File: config.mk
export PLATFORM = sky130hd
export DESIGN_NAME = div_seq
export DESIGN_NICKNAME = d
export VERILOG_FILES = /design/src/rtl/div_seq_pkg.sv /design/src/rtl/div_seq_sub_cla_33.sv /design/src/rtl/div_seq.sv
export SDC_FILE = /design/constraint.sdc
export NUM_CORES = 1
export LEC_CHECK = 0
export ABC_CLOCK_PERIOD_IN_PS = 13400
export CAP_MARGIN = 20
export CORE_MARGIN = 3
export CORE_UTILIZATION = 58
export CTS_BUF_LIST = sky130_fd_sc_hd__clkbuf_2 sky130_fd_sc_hd__clkbuf_4 sky130_fd_sc_hd__clkbuf_8
export DETAILED_ROUTE_END_ITERATION = 10
export PLACE_DENSITY = 0.89
export SLEW_MARGIN = 0
export SYNTH_ARGS = -nofsm -noshare
export SYNTH_HDL_FRONTEND = slang
export SYNTH_SLANG_ARGS = --single-unit
File: constraint.sdc
create_clock -name clock -period 13.4 [get_ports clock]
set_input_delay 2.68 -clock clock [delete_from_list [all_inputs] [get_ports clock]]
set_output_delay 2.68 -clock clock [all_outputs]
set_load 0.01 [all_outputs]
File: src/rtl/div_seq_pkg.sv
// Shared constants for the sequential divider: FSM encodings, iteration count, divide-by-zero quotient.
package div_seq_pkg;
   localparam logic [1:0] S_IDLE = 2'd0;
   localparam logic [1:0] S_ITER = 2'd1;
   localparam logic [1:0] S_FIX  = 2'd2;
   localparam logic [1:0] S_DONE = 2'd3;

   localparam int          DIV_STEPS  = 32;
   localparam logic [31:0] DIV_ZERO_Q = 32'hFFFF_FFFF;
endpackage

File: src/rtl/div_seq_sub_cla_33.sv
// 33-bit subtractor a + ~b + 1 built from 4-bit carry-lookahead groups; bit 32 is the borrow/sign.
module sub_cla_33 (
   input  logic [32:0] a,
   input  logic [32:0] b,
   output logic [32:0] diff
);
   logic [31:0] g;
   logic [32:0] p;
   logic [32:0] c;

   assign g    = a[31:0] & ~b[31:0];
   assign p    = a ^ ~b;
   assign c[0] = 1'b1;

   for (genvar gi = 0; gi < 8; gi++) begin : grp
      localparam int B = gi * 4;
      assign c[B+1] = g[B] | (p[B] & c[B]);
      assign c[B+2] = g[B+1] | (p[B+1] & g[B]) | (p[B+1] & p[B] & c[B]);
      assign c[B+3] = g[B+2] | (p[B+2] & g[B+1]) | (p[B+2] & p[B+1] & g[B])
                    | (p[B+2] & p[B+1] & p[B] & c[B]);
      assign c[B+4] = g[B+3] | (p[B+3] & g[B+2]) | (p[B+3] & p[B+2] & g[B+1])
                    | (p[B+3] & p[B+2] & p[B+1] & g[B]) | ((&p[B+3:B]) & c[B]);
   end

   assign diff = p ^ c;
endmodule

File: src/rtl/div_seq.sv
// Restoring signed 32-bit divider, one quotient bit per clock; quotient truncates toward zero,
// remainder follows the dividend sign. Results registered; start/busy/done handshake.
module div_seq
   import div_seq_pkg::*;
#(
   parameter int WIDTH = 32
) (
   input  logic             clock,
   input  logic             clear,
   input  logic             start,
   input  logic [WIDTH-1:0] dividend,
   input  logic [WIDTH-1:0] divisor,
   output logic [WIDTH-1:0] quotient,
   output logic [WIDTH-1:0] remainder,
   output logic             busy,
   output logic             done,
   output logic             div_zero
);
   logic [1:0]       state;
   logic [WIDTH-1:0] p, a_reg, dvs;
   logic [4:0]       count;
   logic             sign_q, sign_r;

   logic [WIDTH:0]   p_shift, sub_a, sub_b, sub_y, neg_y;
   logic [WIDTH-1:0] dvd_abs, dvs_abs;

   // The trial subtractor doubles as the quotient negator in FIX.
   always_comb begin
      p_shift = {p, a_reg[WIDTH-1]};
      sub_a   = p_shift;
      sub_b   = {1'b0, dvs};
      if (state == S_FIX) begin
         sub_a = '0;
         sub_b = {1'b0, a_reg};
      end
      dvd_abs = dividend[WIDTH-1] ? (~dividend + 1'b1) : dividend;
      dvs_abs = divisor[WIDTH-1]  ? (~divisor  + 1'b1) : divisor;
   end

   sub_cla_33 u_sub (.a(sub_a), .b(sub_b), .diff(sub_y));
   sub_cla_33 u_neg (.a('0), .b({1'b0, p}), .diff(neg_y));

   always_ff @(posedge clock or negedge clear) begin
      if (!clear) begin
         state     <= S_IDLE;
         p         <= '0;
         a_reg     <= '0;
         dvs       <= '0;
         count     <= '0;
         sign_q    <= 1'b0;
         sign_r    <= 1'b0;
         quotient  <= '0;
         remainder <= '0;
         busy      <= 1'b0;
         done      <= 1'b0;
         div_zero  <= 1'b0;
      end else begin
         done <= 1'b0;
         case (state)
            S_IDLE: begin
               if (start) begin
                  if (divisor == '0) begin
                     quotient  <= DIV_ZERO_Q;
                     remainder <= dividend;
                     div_zero  <= 1'b1;
                     state     <= S_DONE;
                  end else begin
                     a_reg    <= dvd_abs;
                     dvs      <= dvs_abs;
                     sign_q   <= dividend[WIDTH-1] ^ divisor[WIDTH-1];
                     sign_r   <= dividend[WIDTH-1];
                     p        <= '0;
                     count    <= '0;
                     div_zero <= 1'b0;
                     busy     <= 1'b1;
                     state    <= S_ITER;
                  end
               end
            end
            S_ITER: begin
               if (!sub_y[WIDTH]) begin
                  p     <= sub_y[WIDTH-1:0];
                  a_reg <= {a_reg[WIDTH-2:0], 1'b1};
               end else begin
                  p     <= p_shift[WIDTH-1:0];
                  a_reg <= {a_reg[WIDTH-2:0], 1'b0};
               end
               count <= count + 5'd1;
               if (count == 5'(DIV_STEPS - 1)) state <= S_FIX;
            end
            S_FIX: begin
               quotient  <= sign_q ? sub_y[WIDTH-1:0] : a_reg;
               // neg_y[WIDTH] is set only for a nonzero remainder; zero needs no negation.
               remainder <= (sign_r && neg_y[WIDTH]) ? neg_y[WIDTH-1:0] : p;
               state     <= S_DONE;
            end
            S_DONE: begin
               done  <= 1'b1;
               busy  <= 1'b0;
               state <= S_IDLE;
            end
            default: state <= S_IDLE;
         endcase
      end
   end
endmodule
# Yosys cells after proc, flatten, opt, wreduce, memory -nomap -nowiden
# Cells that the tools add are included.
dict set report op_classes {
  n_addsub 3
  mux 32
  n_eq_ne 8
  bitwise_logic 259
  n_reduce_logical 28
}
# cell n
set ops {}
lappend ops {{two-way mux 32 bit} 14}
lappend ops {{case mux 32 bit (2 select lines)} 4}
lappend ops {{AND 1 bit} 168}
lappend ops {{XOR 33 bit} 3}
lappend ops {{inverter 32 bit} 3}
lappend ops {{OR 1 bit} 80}
lappend ops {{inverter 32 -> 33 bit} 2}
lappend ops {{adder 32 x 1 -> 32 bit, second input constant} 2}
lappend ops {{AND reduction 4 bit} 16}
lappend ops {{two-way mux 33 bit} 1}
lappend ops {{AND 32 bit} 1}
lappend ops {{logical NOT 32 bit} 1}
lappend ops {{AND reduction 3 bit} 4}
lappend ops {{two-way mux 5 bit} 2}
lappend ops {{case mux 5 bit (2 select lines)} 1}
lappend ops {{inequality test 2 bit, second input constant} 4}
lappend ops {{case mux 2 bit (4 select lines)} 1}
lappend ops {{two-way mux 2 bit} 3}
lappend ops {{nonzero test 2 bit} 3}
lappend ops {{adder 5 x 1 -> 5 bit, second input constant} 1}
lappend ops {{== test 5 bit, second input constant} 1}
lappend ops {{two-way mux 1 bit} 5}
lappend ops {{== test 2 bit, second input constant} 2}
lappend ops {{AND reduction 2 bit} 2}
lappend ops {{other kinds (6)} 6}
dict set report word_totals {
  input_bits 67
  elab_cells 342
  reg_bits 172
  out_inout_bits 67
}

# Longest topological paths before layout
# Gate-level depths: netlist (run 1).
dict set report logic_depth {
  word_depth 26
  depth_mapped 19
  ltp_nobuf 16
}

# By module
# Synthesis (run 1) repeated with hierarchy kept, for this count alone.
dict set report hier_totals {
  hier_cells 1519
  hier_area_um2 13710.6
}
# module cells_each seq_area_each_um2 instances area_per_inst_um2
set modules_own_cells {}
lappend modules_own_cells {div_seq 1079 4304.1 1 10525.1}
lappend modules_own_cells {sub_cla_33 220 0.0 2 1592.8}

# Least setup slack after synthesis (run 1)
# No wires, ideal clock.
dict set report synth_path {
  kind {input-to-reg}
  from {input port divisor[7]}
  to {register p[30]}
  setup_time_ps 126
  setup_slack_ps 7844
  path_buffers 1
  cell_stages 9
  t_required_ps 13274
  arrival_time_ps 5430
  cell_sequence {or4_1 nor4_1 nand4_1 o311ai_2 nand2_1 nand2_1 clkbuf_1 nor3_1 a221o_1}
}
dict set report synth_via {
  elab_chain_cells 3
}
# element line_no
set synth_lines {}
lappend synth_lines {{start: declaration} div_seq.sv:12} ;# input logic [WIDTH-1:0] divisor,
lappend synth_lines {{logical NOT 32 bit} div_seq.sv:62} ;# if (divisor == '0) begin
lappend synth_lines {{inequality test 2 bit (no line)} --}
lappend synth_lines {{AND reduction 3 bit (no line)} --}
lappend synth_lines {{end signal: assignment} div_seq.sv:82} ;# p <= sub_y[WIDTH-1:0];
lappend synth_lines {{end signal: assignment} div_seq.sv:85} ;# p <= p_shift[WIDTH-1:0];
lappend synth_lines {{end: declaration} div_seq.sv:20} ;# logic [WIDTH-1:0] p, a_reg, dvs;
# Every way passes these cells.
# A chain may end at the register's enable or synchronous reset.

# Worst setup path after layout (run 1)
dict set report layout_path {
  from {input port divisor[6]}
  to {register remainder[15]}
}
dict set report layout_via {
  elab_chain_cells 3
}
# element line_no
set layout_lines {}
lappend layout_lines {{logical NOT 32 bit} div_seq.sv:62}
lappend layout_lines {{inequality test 2 bit (no line)} --}
lappend layout_lines {{AND reduction 3 bit (no line)} --}
lappend layout_lines {{end signal: assignment} div_seq.sv:64} ;# remainder <= dividend;
lappend layout_lines {{end signal: assignment} div_seq.sv:94} ;# remainder <= (sign_r && neg_y[WIDTH]) ? neg_y[WIDTH-1:0] : p;
lappend layout_lines {{end: declaration} div_seq.sv:14} ;# output logic [WIDTH-1:0] remainder,
# Every way passes these cells.

==> flow_metrics.env, run 1 <==
export IMPL_hold_viol_final=0
export IMPL_crit_fanout=78
export IMPL_period_share_pct=53.2
export IMPL_area_delta_synth_final_pct=17.0
export IMPL_cts_buffer_depth=2
export IMPL_synth_area_um2=11500
export IMPL_place_area_um2=12900
export IMPL_arrival_ps=7510
export IMPL_critical_path_class="in -> reg"
export IMPL_antenna_left=0
export IMPL_synthesis_nets=1469
export IMPL_maxSlewHeadroom_pct=26.4
export IMPL_cts_root_buf="clkbuf_8"
export IMPL_max_cap_violations=0
export IMPL_max_vdd_ir_drop_uv=124
export IMPL_ys_seq_area_share_pct=37.6
export IMPL_clk_latency_ps=480
export IMPL_ctsHoldBuffers=0
export IMPL_die_y_um=147
export IMPL_rows=50
export IMPL_postSynth_asyncResetShare_pct=100
export IMPL_cp_slowest_cell="nand2_1"
export IMPL_mostFrequentLayoutCell="nand2_1"
export IMPL_htree_num_levels=4
export IMPL_final_max_slew_viol_count=0
export IMPL_wl_per_cell_um=19.3
export IMPL_start_util_pct=60.1
export IMPL_worstPathCellList="clkdlybuf4s50_1, or4_1, nor4_1, nand2_1, nor4_1, nand3_1, o21ai_4, buf_4, nand2_1, o21ai_0"
export IMPL_rr_worst_depth=16
export IMPL_track_usage_pct=30.5
export IMPL_io_pins=134
export IMPL_drt_iter0_markers=1066
export IMPL_synth_top_cell_by_area="dfrtp_1"
export IMPL_grt_max_degree=107
export IMPL_max_stage_delay_ps=800
export IMPL_fin_skew_ps=10.3
export IMPL_ys_top_cells_by_area="dfrtp_1 38%, o21ai_0 6.2%, nand2_1 5.8%"
export IMPL_synth_cell_type_count=62
export IMPL_worstHoldPathCells=1
export IMPL_yosys_register_bits=172
export IMPL_vias_per_cell=6.17
export IMPL_vias=10500
export IMPL_synth_warning_count=0
export IMPL_required_ps=13770
export IMPL_min_path_type="reg -> reg"
export IMPL_drt_pass1_iter_count=6
export IMPL_cts_tree="done"
export IMPL_diodes=0
export IMPL_hpwlAfterDp_um=23600
export IMPL_post_cts_buffers=0
export IMPL_wl_um=32800
export IMPL_grt_pass1_vias=10100
export IMPL_fin_ws_ps=6270
export IMPL_cp_buffers_inverters=2
export IMPL_synth_edf_count=0
export IMPL_fin_tns_setup_ps=0
export IMPL_max_slew_worst_pin_slew_ps=1100
export IMPL_finalSetupViolCount=0
export IMPL_power_density_nw_per_um2=277
export IMPL_grt_first_pass_wirelength_um=52800
export IMPL_crit_family="simple AND/OR/NAND/NOR gates"
export IMPL_leakage_uw=0.00572
export IMPL_post_place_ws_ps=5850
export IMPL_fmax_mhz=140
export IMPL_gp_congestion=0.924
export IMPL_rsz0062_at_grt="false"
export IMPL_syn_avg_cell_area_um2=8.52
export IMPL_antenna_found_initial=0
export IMPL_fin_nets=1547
export IMPL_status="finished, final reports clean"
export IMPL_drc=0
export IMPL_startpoint_type="input pin"
export IMPL_cp_end_kind="register"
export IMPL_finalInstanceArea_um2=13400
export IMPL_synth_top_cell_area_share_pct=37.6
export IMPL_dieWidth_um=147
export IMPL_period_needed_ps=7130
export IMPL_fillers=1527
export IMPL_cts_sink_count=172
export IMPL_cts_buffers=17
export IMPL_layout_common_cells="176 x nand2_1, 172 x dfrtp_1, 142 x o21ai_0"
export IMPL_ctsResizeCount=0
export IMPL_synth_cells=1345
export IMPL_cp_depth=10
export IMPL_core_um2=19100
export IMPL_synthFlopType="dfrtp_1"
export IMPL_clkTransAtPathRegs_ps=90
export IMPL_p_total_uw=3720
export IMPL_drive_gt1_share_pct=4.60
export IMPL_port_buffers=133
export IMPL_die_area_um2=21500
export IMPL_gr_total_overflow=0
through the flow:
step	instances	util [%]	hold slack, ps
2_1_floorplan	1345	-	443
3_3_place_gp	1662	67.8	458
3_5_place_dp	1662	67.8	464
4_1_cts	1694	70.1	487
5_1_grt	1696	70.3	513
6_report	1696	70.3	480
synth_stat cells, types with 10 or more instances:
library cell  instances
a21o_1               16
a21oi_1              99
a221o_1              12
a31oi_1              25
and3_1               23
clkbuf_1             75
dfrtp_1             172
ha_1                 50
inv_1                33
mux2i_1              55
nand2_1             176
nand3_1              17
nand4_1              14
nor2_1              123
nor2b_1              29
nor3_1               15
o211ai_1             15
o21ai_0             142
o31ai_1              21
o41ai_1              13
or3_1                10
or4_1                13
xnor2_1              29
xor2_1               73
power breakdown:
part / leakage, uW / total [uW] / switching (uW) / internal (uW)
logic: 0.00343 / 2290 / 1340 / 948
clock network: 0.000223 / 415 / 201 / 214
registers: 0.00207 / 1020 / 260 / 756
total: 0.00572 / 3720 / 1800 / 1920
layer usage:
metal  part of all wire [%]  up-vias  global-route usage (%)
met1                     43     4966                    42.8
li1                       -     4933                       -
met2                     45      518                    47.7
met4                    1.7        0                    7.95
met3                     10       44                    7.60
met5                      0        -                       0
area by class of cell:
type	instances	area (um^2)	share of cell area (%)
clock buffer	19	262	1.95
clock inverter	13	189	1.41
tap	260	325	2.43
multi-input combinational	1053	6760	50.4
sequential	172	4300	32.1
timing repair buffer	146	1450	10.8
inverter	33	124	0.924
cell families after synthesis:
group	count (synthesis)	share of synthesized area, %
AND/OR/NAND/NOR	444	17.8
multiplexers	58	5.10
AO/OA/AOI/OAI	392	21.0
buffers and inverters	120	4.08
XOR/XNOR	102	7.80
flip-flops	172	37.6
adder cells (fa/ha/maj)	57	6.68
worst register-to-register path: cells and delay by family, from the launching register on:
kind	cells	cell delay, ps
AOI/OAI and AO/OA	6	1810
buffers and inverters	4	1490
and+or+nand+nor	3	1230
adders and majority gates	2	920
DFF	1	420
muxes	1	360
final timing paths:
kind	start	endpoint	slack, ps
max in group asynchronous	clear	a_reg[5]	9640
hold reg to reg	remainder[4]	remainder[4]	480
setup / recovery	divisor[6]	remainder[15]	6270
hold / removal	remainder[4]	remainder[4]	480
min in group asynchronous	clear	dvs[26]	2320
setup reg to reg	state[0]	p[13]	7050
(Power assumes the default switching activity.)
==> inputs of run 2 (changes only) <==
--- a/config.mk
+++ b/config.mk
@@ -5,13 +5,13 @@
 export SDC_FILE = /design/constraint.sdc
 export NUM_CORES = 1
 export LEC_CHECK = 0
-export ABC_CLOCK_PERIOD_IN_PS = 13400
+export ABC_CLOCK_PERIOD_IN_PS = 5700
 export CAP_MARGIN = 20
 export CORE_MARGIN = 3
-export CORE_UTILIZATION = 58
+export CORE_UTILIZATION = 53
 export CTS_BUF_LIST = sky130_fd_sc_hd__clkbuf_2 sky130_fd_sc_hd__clkbuf_4 sky130_fd_sc_hd__clkbuf_8
 export DETAILED_ROUTE_END_ITERATION = 10
-export PLACE_DENSITY = 0.89
+export PLACE_DENSITY = 0.86
 export SLEW_MARGIN = 0
 export SYNTH_ARGS = -nofsm -noshare
 export SYNTH_HDL_FRONTEND = slang
==> constraint.sdc (replaced) <==
create_clock -name clock -period 5.7 [get_ports clock]
set_input_delay 1.14 -clock clock [delete_from_list [all_inputs] [get_ports clock]]
set_output_delay 1.14 -clock clock [all_outputs]
set_load 0.01 [all_outputs]
==> flow_metrics.env, run 2 (synthesized netlist as in run 1, its figures left out) <==
export IMPL_ctsHoldBuffers=0
export IMPL_worstReg2RegEnd="p[9]"
export IMPL_vias_per_cell=6.12
export IMPL_htree_num_levels=4
export IMPL_finalSetupViolCount=0
export IMPL_worst_r2r_setup_slack_ps=930
export IMPL_max_slew_worst_pin_slew_ps=926
export IMPL_fmax_mhz=210
export IMPL_gp_congestion=0.940
export IMPL_maxSlewHeadroom_pct=38.1
export IMPL_drt_iter0_markers=977
export IMPL_hold_viol_final=0
export IMPL_min_path_type="reg -> reg"
export IMPL_cts_sink_count=172
export IMPL_drive_gt1_share_pct=5.32
export IMPL_grt_first_pass_wirelength_um=53000
export IMPL_period_needed_ps=4770
export IMPL_hpwlAfterDp_um=23800
export IMPL_wl_um=32500
export IMPL_finalInstanceArea_um2=13500
export IMPL_rows=53
export IMPL_cts_buffer_depth=2
export IMPL_rr_worst_depth=15
export IMPL_area_delta_synth_final_pct=18.0
export IMPL_port_buffers=133
export IMPL_cp_endpoint="p[9]"
export IMPL_layout_common_cells="176 x nand2_1, 172 x dfrtp_1, 142 x o21ai_0"
export IMPL_drt_pass1_iter_count=7
export IMPL_fin_util_pct=63.9
export IMPL_crit_fanout=34
export IMPL_clk_latency_ps=470
export IMPL_diodes=0
export IMPL_max_vdd_ir_drop_uv=426
export IMPL_grt_max_degree=85
export IMPL_timing_rr_start="state[0]"
export IMPL_io_pins=134
export IMPL_vias=10500
export IMPL_arrival_ps=5100
export IMPL_place_area_um2=13000
export IMPL_fillers=1747
export IMPL_dieWidth_um=153
export IMPL_worstPathCellList="inv_1, ha_4, buf_4, mux2i_1, ha_1, o21ai_0, a22oi_1, and4_1, o211ai_1, a21oi_1, o31a_1, or4_1, and2_0, buf_4, o311ai_0"
export IMPL_whs_ps=481
export IMPL_cp_end_kind="register"
export IMPL_max_cap_violations=0
export IMPL_die_area_um2=23400
export IMPL_final_max_slew_viol_count=0
export IMPL_rsz0062_at_grt="false"
export IMPL_track_usage_pct=27.8
export IMPL_cp_common_cell="buf_4"
export IMPL_die_y_um=153
export IMPL_gr_total_overflow=0
export IMPL_cts_tree="done"
export IMPL_status="finished, final reports clean"
export IMPL_ctsResizeCount=0
export IMPL_critical_path_class="reg -> reg"
export IMPL_required_ps=6030
export IMPL_antenna_left=0
export IMPL_fin_tns_setup_ps=0
export IMPL_max_stage_delay_ps=530
export IMPL_cts_root_buf="clkbuf_8"
export IMPL_drc=0
export IMPL_power_density_nw_per_um2=652
export IMPL_clkTransAtPathRegs_ps=90
export IMPL_wl_per_cell_um=18.8
export IMPL_cts_buffers=17
export IMPL_antenna_found_initial=0
export IMPL_mostFrequentLayoutCell="nand2_1"
export IMPL_period_share_pct=83.6
export IMPL_startpoint_type="register"
export IMPL_grt_pass1_vias=10000
export IMPL_critPathLaunch="state[0]"
export IMPL_post_cts_buffers=0
export IMPL_fin_nets=1558
export IMPL_start_util_pct=54.2
export IMPL_leakage_uw=0.00579
export IMPL_cp_slowest_cell="or4_1"
export IMPL_fin_skew_ps=15.0
export IMPL_core_um2=21200
[run 2: changes by cell type in the layout (fill, tap and decap cells not counted)]
cell | previous run | this run
and2_0 | 0 | 1
and2_1 | 1 | 0
bufinv_16 | 4 | 5
clkinv_4 | 3 | 2
inv_6 | 2 | 1
buf_8 | 2 | 1
clkinvlp_4 | 2 | 0
buf_4 | 11 | 23
clkbuf_4 | 0 | 3
[run 2: how the worst min path moves through the flow]
stage	startpoint	to	slack, ps	cells after the start
after global placement	remainder[20]	remainder[20]	460	1
final	remainder[4]	remainder[4]	480	1
after CTS	remainder[4]	remainder[4]	490	1
after detailed placement	remainder[16]	remainder[16]	470	1
after floorplan	dvs[31]	dvs[31]	440	2
after global routing	remainder[1]	remainder[1]	510	1
[run 2: critical path, delay by kind of cell, from the launching register on]
kind	cells	cell delay, ps
flops	1	420
fa+ha+maj	2	750
compound gates	6	1510
mux	1	220
buf+inv	3	730
simple gates	3	970
[run 2: per-stage QoR]
step | std cells | total power [uW] | worst slack (ps)
6_report | 1722 | 8820 | 935
5_1_grt | 1722 | 9510 | 612
4_1_cts | 1721 | 8720 | 1030
2_1_floorplan | 1345 | 5900 | 839
3_5_place_dp | 1689 | 7670 | 846
3_3_place_gp | 1689 | 7520 | 1080
[run 2: layout make-up]
cell class | count | area, um^2 | share of cell area [%]
well taps | 275 | 344 | 2.54
clock buffers | 22 | 284 | 2.10
multi-input cells | 1053 | 6760 | 50.0
clock inverters | 10 | 186 | 1.38
flip-flops and latches | 172 | 4300 | 31.8
repair buffers | 157 | 1520 | 11.2
inverters | 33 | 124 | 0.916
[run 2: metal layers]
metal	GRT usage [%]	up-vias	part of all wire, %
met5	0	-	0
met1	41.5	5023	45
met2	41.6	532	44
met3	6.20	31	10
met4	6.24	0	1.3
li1	-	4952	-
[run 2: power breakdown]
group | internal, uW | leakage, uW | switching, uW | total, uW
logic | 2250 | 0.00348 | 3180 | 5430
clock network | 562 | 0.000242 | 460 | 1020
registers | 1780 | 0.00207 | 590 | 2370
total | 4580 | 0.00579 | 4230 | 8820
